==> config.mk <==
export PLATFORM = sky130hd
export DESIGN_NAME = ats21_client_port
export DESIGN_NICKNAME = d
export VERILOG_FILES = /design/src/rtl/ats21_client_port.sv
export SDC_FILE = /design/constraint.sdc
export NUM_CORES = 1
export LEC_CHECK = 0
export CAP_MARGIN = 20
export CORE_MARGIN = 5
export CORE_UTILIZATION = 55
export DETAILED_ROUTE_END_ITERATION = 10
export PLACE_DENSITY = 0.77
export REMOVE_ABC_BUFFERS = 1
export SLEW_MARGIN = 20
export SYNTH_ARGS = -nofsm -noshare
export SYNTH_HDL_FRONTEND = slang
export SYNTH_SLANG_ARGS = --single-unit
==> constraint.sdc <==
create_clock -name clk -period 8.3 [get_ports clk]
set_clock_uncertainty 0.15 [all_clocks]
set_input_delay 1.66 -clock clk [delete_from_list [all_inputs] [get_ports clk]]
set_output_delay 1.66 -clock clk [all_outputs]
set_load 0.005 [all_outputs]
==> src/rtl/ats21_client_port.sv <==
// ATS21 control-port initiator: queues host instructions, sends each as two 16-bit
// beats with Nack retry, reports completion, and captures alarm edges as W1C bits.
module ats21_client_port #(
    parameter int unsigned FIFO_DEPTH = 4,
    parameter int unsigned STAT_LAT   = 1,
    parameter int unsigned MAX_RETRY  = 3,
    parameter int unsigned NUM_ALARMS = 24
) (
    input  logic                  clk,
    input  logic                  reset,
    input  logic                  cmd_valid,
    output logic                  cmd_ready,
    input  logic [31:0]           cmd_data,
    output logic                  rsp_valid,
    output logic                  rsp_ack,
    output logic [1:0]            rsp_retries,
    output logic                  busy,
    output logic                  ats_req,
    output logic [15:0]           ats_ctrl,
    input  logic                  ats_stat,
    input  logic [NUM_ALARMS-1:0] ats_data,
    input  logic [NUM_ALARMS-1:0] alarm_clr,
    output logic [NUM_ALARMS-1:0] alarm_pending,
    output logic                  alarm_irq
);

    localparam int unsigned AW     = (FIFO_DEPTH > 1) ? $clog2(FIFO_DEPTH) : 1;
    localparam int unsigned WCNT_W = (STAT_LAT > 1) ? $clog2(STAT_LAT) : 1;
    localparam logic [WCNT_W-1:0] WCNT_LAST = WCNT_W'(STAT_LAT - 1);
    localparam logic [1:0]        RETRY_MAX = 2'(MAX_RETRY);
    localparam logic [AW:0]       CNT_FULL  = (AW + 1)'(FIFO_DEPTH);

    typedef enum logic [2:0] {
        S_IDLE,
        S_HI,
        S_LO,
        S_WAIT,
        S_GAP,
        S_RESP
    } state_t;

    state_t            state;
    logic [31:0]       instr;
    logic [1:0]        retry_cnt;
    logic [WCNT_W-1:0] wcnt;

    logic [31:0]       fifo_mem [FIFO_DEPTH];
    logic [AW-1:0]     wr_ptr;
    logic [AW-1:0]     rd_ptr;
    logic [AW:0]       fifo_cnt;
    logic [31:0]       fifo_head;
    logic              push;
    logic              pop;

    logic [NUM_ALARMS-1:0] ats_data_q;

    assign cmd_ready = (fifo_cnt != CNT_FULL);
    assign push      = cmd_valid && cmd_ready;
    assign pop       = (state == S_IDLE) && (fifo_cnt != '0);
    assign fifo_head = fifo_mem[rd_ptr];
    assign busy      = (state != S_IDLE) || (fifo_cnt != '0);

    // Command FIFO storage; contents need no reset since the count guards reads.
    always_ff @(posedge clk) begin
        if (push) begin
            fifo_mem[wr_ptr] <= cmd_data;
        end
    end

    always_ff @(posedge clk) begin
        if (reset) begin
            wr_ptr   <= '0;
            rd_ptr   <= '0;
            fifo_cnt <= '0;
        end else begin
            if (push) begin
                wr_ptr <= wr_ptr + 1'b1;
            end
            if (pop) begin
                rd_ptr <= rd_ptr + 1'b1;
            end
            case ({push, pop})
                2'b10:   fifo_cnt <= fifo_cnt + 1'b1;
                2'b01:   fifo_cnt <= fifo_cnt - 1'b1;
                default: fifo_cnt <= fifo_cnt;
            endcase
        end
    end

    // Transfer FSM; bus outputs are loaded on entry so they are valid for the whole state.
    always_ff @(posedge clk) begin
        if (reset) begin
            state       <= S_IDLE;
            instr       <= '0;
            retry_cnt   <= '0;
            wcnt        <= '0;
            ats_req     <= 1'b0;
            ats_ctrl    <= '0;
            rsp_valid   <= 1'b0;
            rsp_ack     <= 1'b0;
            rsp_retries <= '0;
        end else begin
            rsp_valid <= 1'b0;
            case (state)
                S_IDLE: begin
                    if (pop) begin
                        instr     <= fifo_head;
                        retry_cnt <= '0;
                        if (fifo_head[31:29] == 3'b000) begin
                            state       <= S_RESP;
                            rsp_valid   <= 1'b1;
                            rsp_ack     <= 1'b1;
                            rsp_retries <= '0;
                        end else begin
                            state    <= S_HI;
                            ats_req  <= 1'b1;
                            ats_ctrl <= fifo_head[31:16];
                        end
                    end
                end
                S_HI: begin
                    state    <= S_LO;
                    ats_ctrl <= instr[15:0];
                end
                S_LO: begin
                    state    <= S_WAIT;
                    ats_req  <= 1'b0;
                    ats_ctrl <= '0;
                    wcnt     <= '0;
                end
                S_WAIT: begin
                    if (wcnt == WCNT_LAST) begin
                        if (ats_stat) begin
                            state       <= S_RESP;
                            rsp_valid   <= 1'b1;
                            rsp_ack     <= 1'b1;
                            rsp_retries <= retry_cnt;
                        end else if (retry_cnt < RETRY_MAX) begin
                            state     <= S_GAP;
                            retry_cnt <= retry_cnt + 1'b1;
                        end else begin
                            state       <= S_RESP;
                            rsp_valid   <= 1'b1;
                            rsp_ack     <= 1'b0;
                            rsp_retries <= retry_cnt;
                        end
                    end else begin
                        wcnt <= wcnt + 1'b1;
                    end
                end
                S_GAP: begin
                    state    <= S_HI;
                    ats_req  <= 1'b1;
                    ats_ctrl <= instr[31:16];
                end
                S_RESP: begin
                    state <= S_IDLE;
                end
                default: begin
                    state <= S_IDLE;
                end
            endcase
        end
    end

    // Alarm edge capture; a new rise wins over a simultaneous clear.
    always_ff @(posedge clk) begin
        if (reset) begin
            ats_data_q    <= '0;
            alarm_pending <= '0;
            alarm_irq     <= 1'b0;
        end else begin
            ats_data_q    <= ats_data;
            alarm_pending <= (alarm_pending & ~alarm_clr) | (ats_data & ~ats_data_q);
            alarm_irq     <= |alarm_pending;
        end
    end

endmodule

==> summary.txt <==
Floorplanning
  • Die Span Y: 145.3 um
  • Initial Util: between 50% and 60%
  • Die W: around 150 um
  • # IOs: roughly 130
  • Die ar.: 21,110 um^2
  • CORE AREA: roughly 18,000 um^2
  • Cell row count: 49

Logic synthesis
  • Ys async rst share: 0%
  • Syn avg cell area: 12.71 um^2
  • EDFF count, synth: between 100 and 150
  • Ys Warns: 0
  • Top_reg_cell synth: edfxtp_1
  • Sequential share of the synthesized area: 61.25%
  • Gate Count Post-Synth: between 700 and 800
  • Post-synth cell types: 50
  • Synthesized area: ~10,000 um^2
  • Number of synthesized register bits: 244

Clocking
  • Worst-Skew Late Latency: around 0.52 ns
  • H-tree Lvls: 1
  • CTS tree: done
  • Post-CTS setup buffers: 0
  • Worst-path clk slew: ~0.060 ns
  • Maximum root-to-sink buffer count: 3
  • Clock sink total: approximately 240
  • Num CTS Buffers: 25
  • CTS resizes: 0
  • Root buffer cell: clkbuf_16
  • Post-CTS Hold Buffers: 0

Global routing
  • Global-route wire length before repair: 36.24 mm
  • Number of global-route vias before repair: 6,968
  • Largest net degree at the start of global routing: 66
  • Initial antenna violation count: 0
  • Total track usage: 20.64%
  • Final global-route overflow total: 0

Power
  • Leak: approximately 0.0042 uW
  • Max VDD drop: roughly 0.20 mV
  • Power density over the cells: approximately 310 nW/um^2

Layout
  • Sequential Area: slightly above 6000 um^2
  • P&R area growth vs syn: 22.48%
  • Share of cells above drive strength 1: 12.30%
  • Area of all placed cells without fillers: 12,330 um^2
  • Final net count: approximately 1,000
  • Fill cells: about 1.2k
  • Multi-input logic area: around 3600 um^2
  • N_diodes: 0

Placement
  • Final GP Congestion: 0.8213
  • Hpwl dp: 13.98 mm
  • Number of buffers added on ports: 131
  • Post-Place Cell Area: approximately 12,000 um^2

Critical path
  • Crit Path Class: reg -> reg
  • Arrival time of the worst setup path: roughly 4.3 ns
  • Reg2Reg Setup Slack: 4.25 ns
  • Critical R2R Capture: fifo_cnt[1]
  • Worst setup path end: fifo_cnt[1]
  • Crit-path max FO: between 40 and 50
  • Cells on worst reg2reg path: 10
  • Worst R2R Start: state[0]
  • Worst setup path start: state[0]
  • Crit path required time: around 8.6 ns
  • Startpoint Class: flop
  • CP Capture Type: flop

Routing
  • Total length of routed wires: 22.37 mm
  • Routed WL per cell: between 15 and 20 um
  • Initial DRC count: ~570
  • Vias per inst: just under 6
  • Pre-antenna DRT Iters: 5
  • Antenna viol nets, final: 0
  • Drc violations: 0
  • Vias: between 6k and 7k

Timing
  • Max-slew headroom: between 30% and 40%
  • Final Slew Violations: 0
  • Minimum clock period: around 4.0 ns
  • Finish-stage setup viols: 0
  • Final Hold Viols: 0
  • Worst-Margin Slew: between 1 and 1.5 ns
  • Setup TNS: 0 ns
  • Period utilization: around half
  • Max Clk Rate: 247.2 MHz
  • RSZ-0062 raised after global routing: false

Run status
  • Status: finished clean

Flow run
  • Maxcap violations: 0

Min path
  • Min-delay worst type: reg -> reg
==> per-stage QoR <==
stage	setup slack [ns]	total power [uW]	hold WS (ns)	instances	util, %
after detailed placement	3.811	2794	0.2972	1109	64.21
after global routing	3.969	4029	0.3306	1156	68.64
after floorplan	3.833	2375	0.2803	740	-
final	4.254	3833	0.3052	1156	68.64
after global placement	4.006	2732	0.2922	1109	64.19
after CTS	3.798	3846	0.3098	1155	68.48
==> power breakdown <==
part / switching [uW] / internal (uW)
Sequential: 131 / 1470
Combinational: 646 / 547
Clock: 445 / 598
==> critical path, cell delays in order (launching register included) <==
cell,delay (ns)
dfxtp_1,0.31
buf_4,0.41
nor3_1,0.18
nand2_2,0.52
clkinv_1,1.00
ha_1,0.58
inv_1,0.08
fa_1,0.40
nor2_1,0.13
a21oi_1,0.08
nor2_1,0.12
==> registers in the layout (all words and copies together) (netlist names), 2 cells and up, named ones only <==
signal,flops
fifo_mem,128
instr,32
fifo_cnt,3
ats_ctrl,16
wr_ptr,2
state,3
alarm_pending,24
ats_data_q,24
rsp_retries,2
retry_cnt,2
rd_ptr,2
==> layer usage <==
metal / track usage (%) / routed length (um) / part of all wire [%] / vias up
li1: - / - / - / 3165
met1: 27.08 / 9579 / 43 / 3252
met2: 35.06 / 10690 / 48 / 251
met3: 4.334 / 1523 / 6.8 / 44
met4: 5.784 / 582 / 2.6 / 0
met5: 0 / 0 / 0 / -
==> Yosys cell counts (2+ instances only) <==
master,count,area [um^2]
a311o_1,16,160.2
xor2_1,3,26.28
o41ai_1,2,17.52
buf_6,2,22.52
or3b_2,16,140.1
nand2b_1,50,312.8
nor4_1,7,43.79
nor2b_1,24,150.1
ha_1,6,75.07
dfxtp_1,116,2322
xnor2_1,3,26.28
o311ai_0,3,26.28
inv_1,28,105.1
o21ai_0,5,25.02
nor2_1,11,41.29
nand3_1,17,85.08
or3_1,3,18.77
a21oi_1,76,380.4
edfxtp_1,128,3844
o32a_1,2,20.02
buf_2,5,25.02
mux4_1,4,105.1
buf_1,10,37.54
mux2_2,16,180.2
nand2_1,84,315.3
nor3_1,5,25.02
mux4_2,28,630.6
mux2i_1,33,330.3
clkbuf_1,35,131.4
o2111ai_1,16,140.1
o21a_1,16,120.1
and3_1,4,25.02
==> final cells by class <==
type	count	area share, %
clock inverter	8	0.4160
inverter	29	0.8828
sequential	244	50.07
tap	229	2.324
clock buffer	38	5.814
timing repair buffer	141	11.32
multi-input combinational	467	29.17
==> layout by cell type (no fill, tap or decap), types with 3 or more instances in the layout <==
master and count:
a21oi_1 76, a311o_1 16, and3_1 4, buf_4 10, clkbuf_1 9, clkbuf_16 26, clkdlybuf4s50_1 130, clkinv_2 5
dfxtp_1 114, edfxtp_1 128, ha_1 6, inv_1 28, mux2_2 16, mux2i_1 33, mux4_1 4, mux4_2 28
nand2_1 83, nand2b_1 50, nand3_1 17, nor2_1 11, nor2b_1 24, nor3_1 5, nor4_1 7, o2111ai_1 16
o21a_1 16, o21ai_0 5, o311ai_0 3, or3_1 3, or3b_2 16, xnor2_1 3, xor2_1 3
==> worst min path at each step <==
stage	start	endpoint	slack, ns	cells past startpoint
global placement	instr[16]	instr[16]	0.29	2
detailed placement	ats_ctrl[8]	ats_ctrl[8]	0.30	2
CTS	instr[18]	instr[18]	0.31	2
finish	ats_ctrl[9]	ats_ctrl[9]	0.31	2
floorplan	instr[16]	instr[16]	0.28	2
global route	ats_ctrl[8]	ats_ctrl[8]	0.33	2
==> kinds of logic (layout without fill, tap and decap cells) <==
kind of cell	count (synthesis)	in the layout	synth area share (%)
multiplexers	81	81	12.38
buffers and inverters	81	216	3.231
AND/OR/NAND/NOR	227	227	11.99
adder cells (fa/ha/maj)	7	7	0.9446
XOR/XNOR	6	6	0.5221
AO/OA/AOI/OAI	146	146	9.682
flip-flops	244	244	61.25
Note: power is estimated with default switching activity, not from simulation.
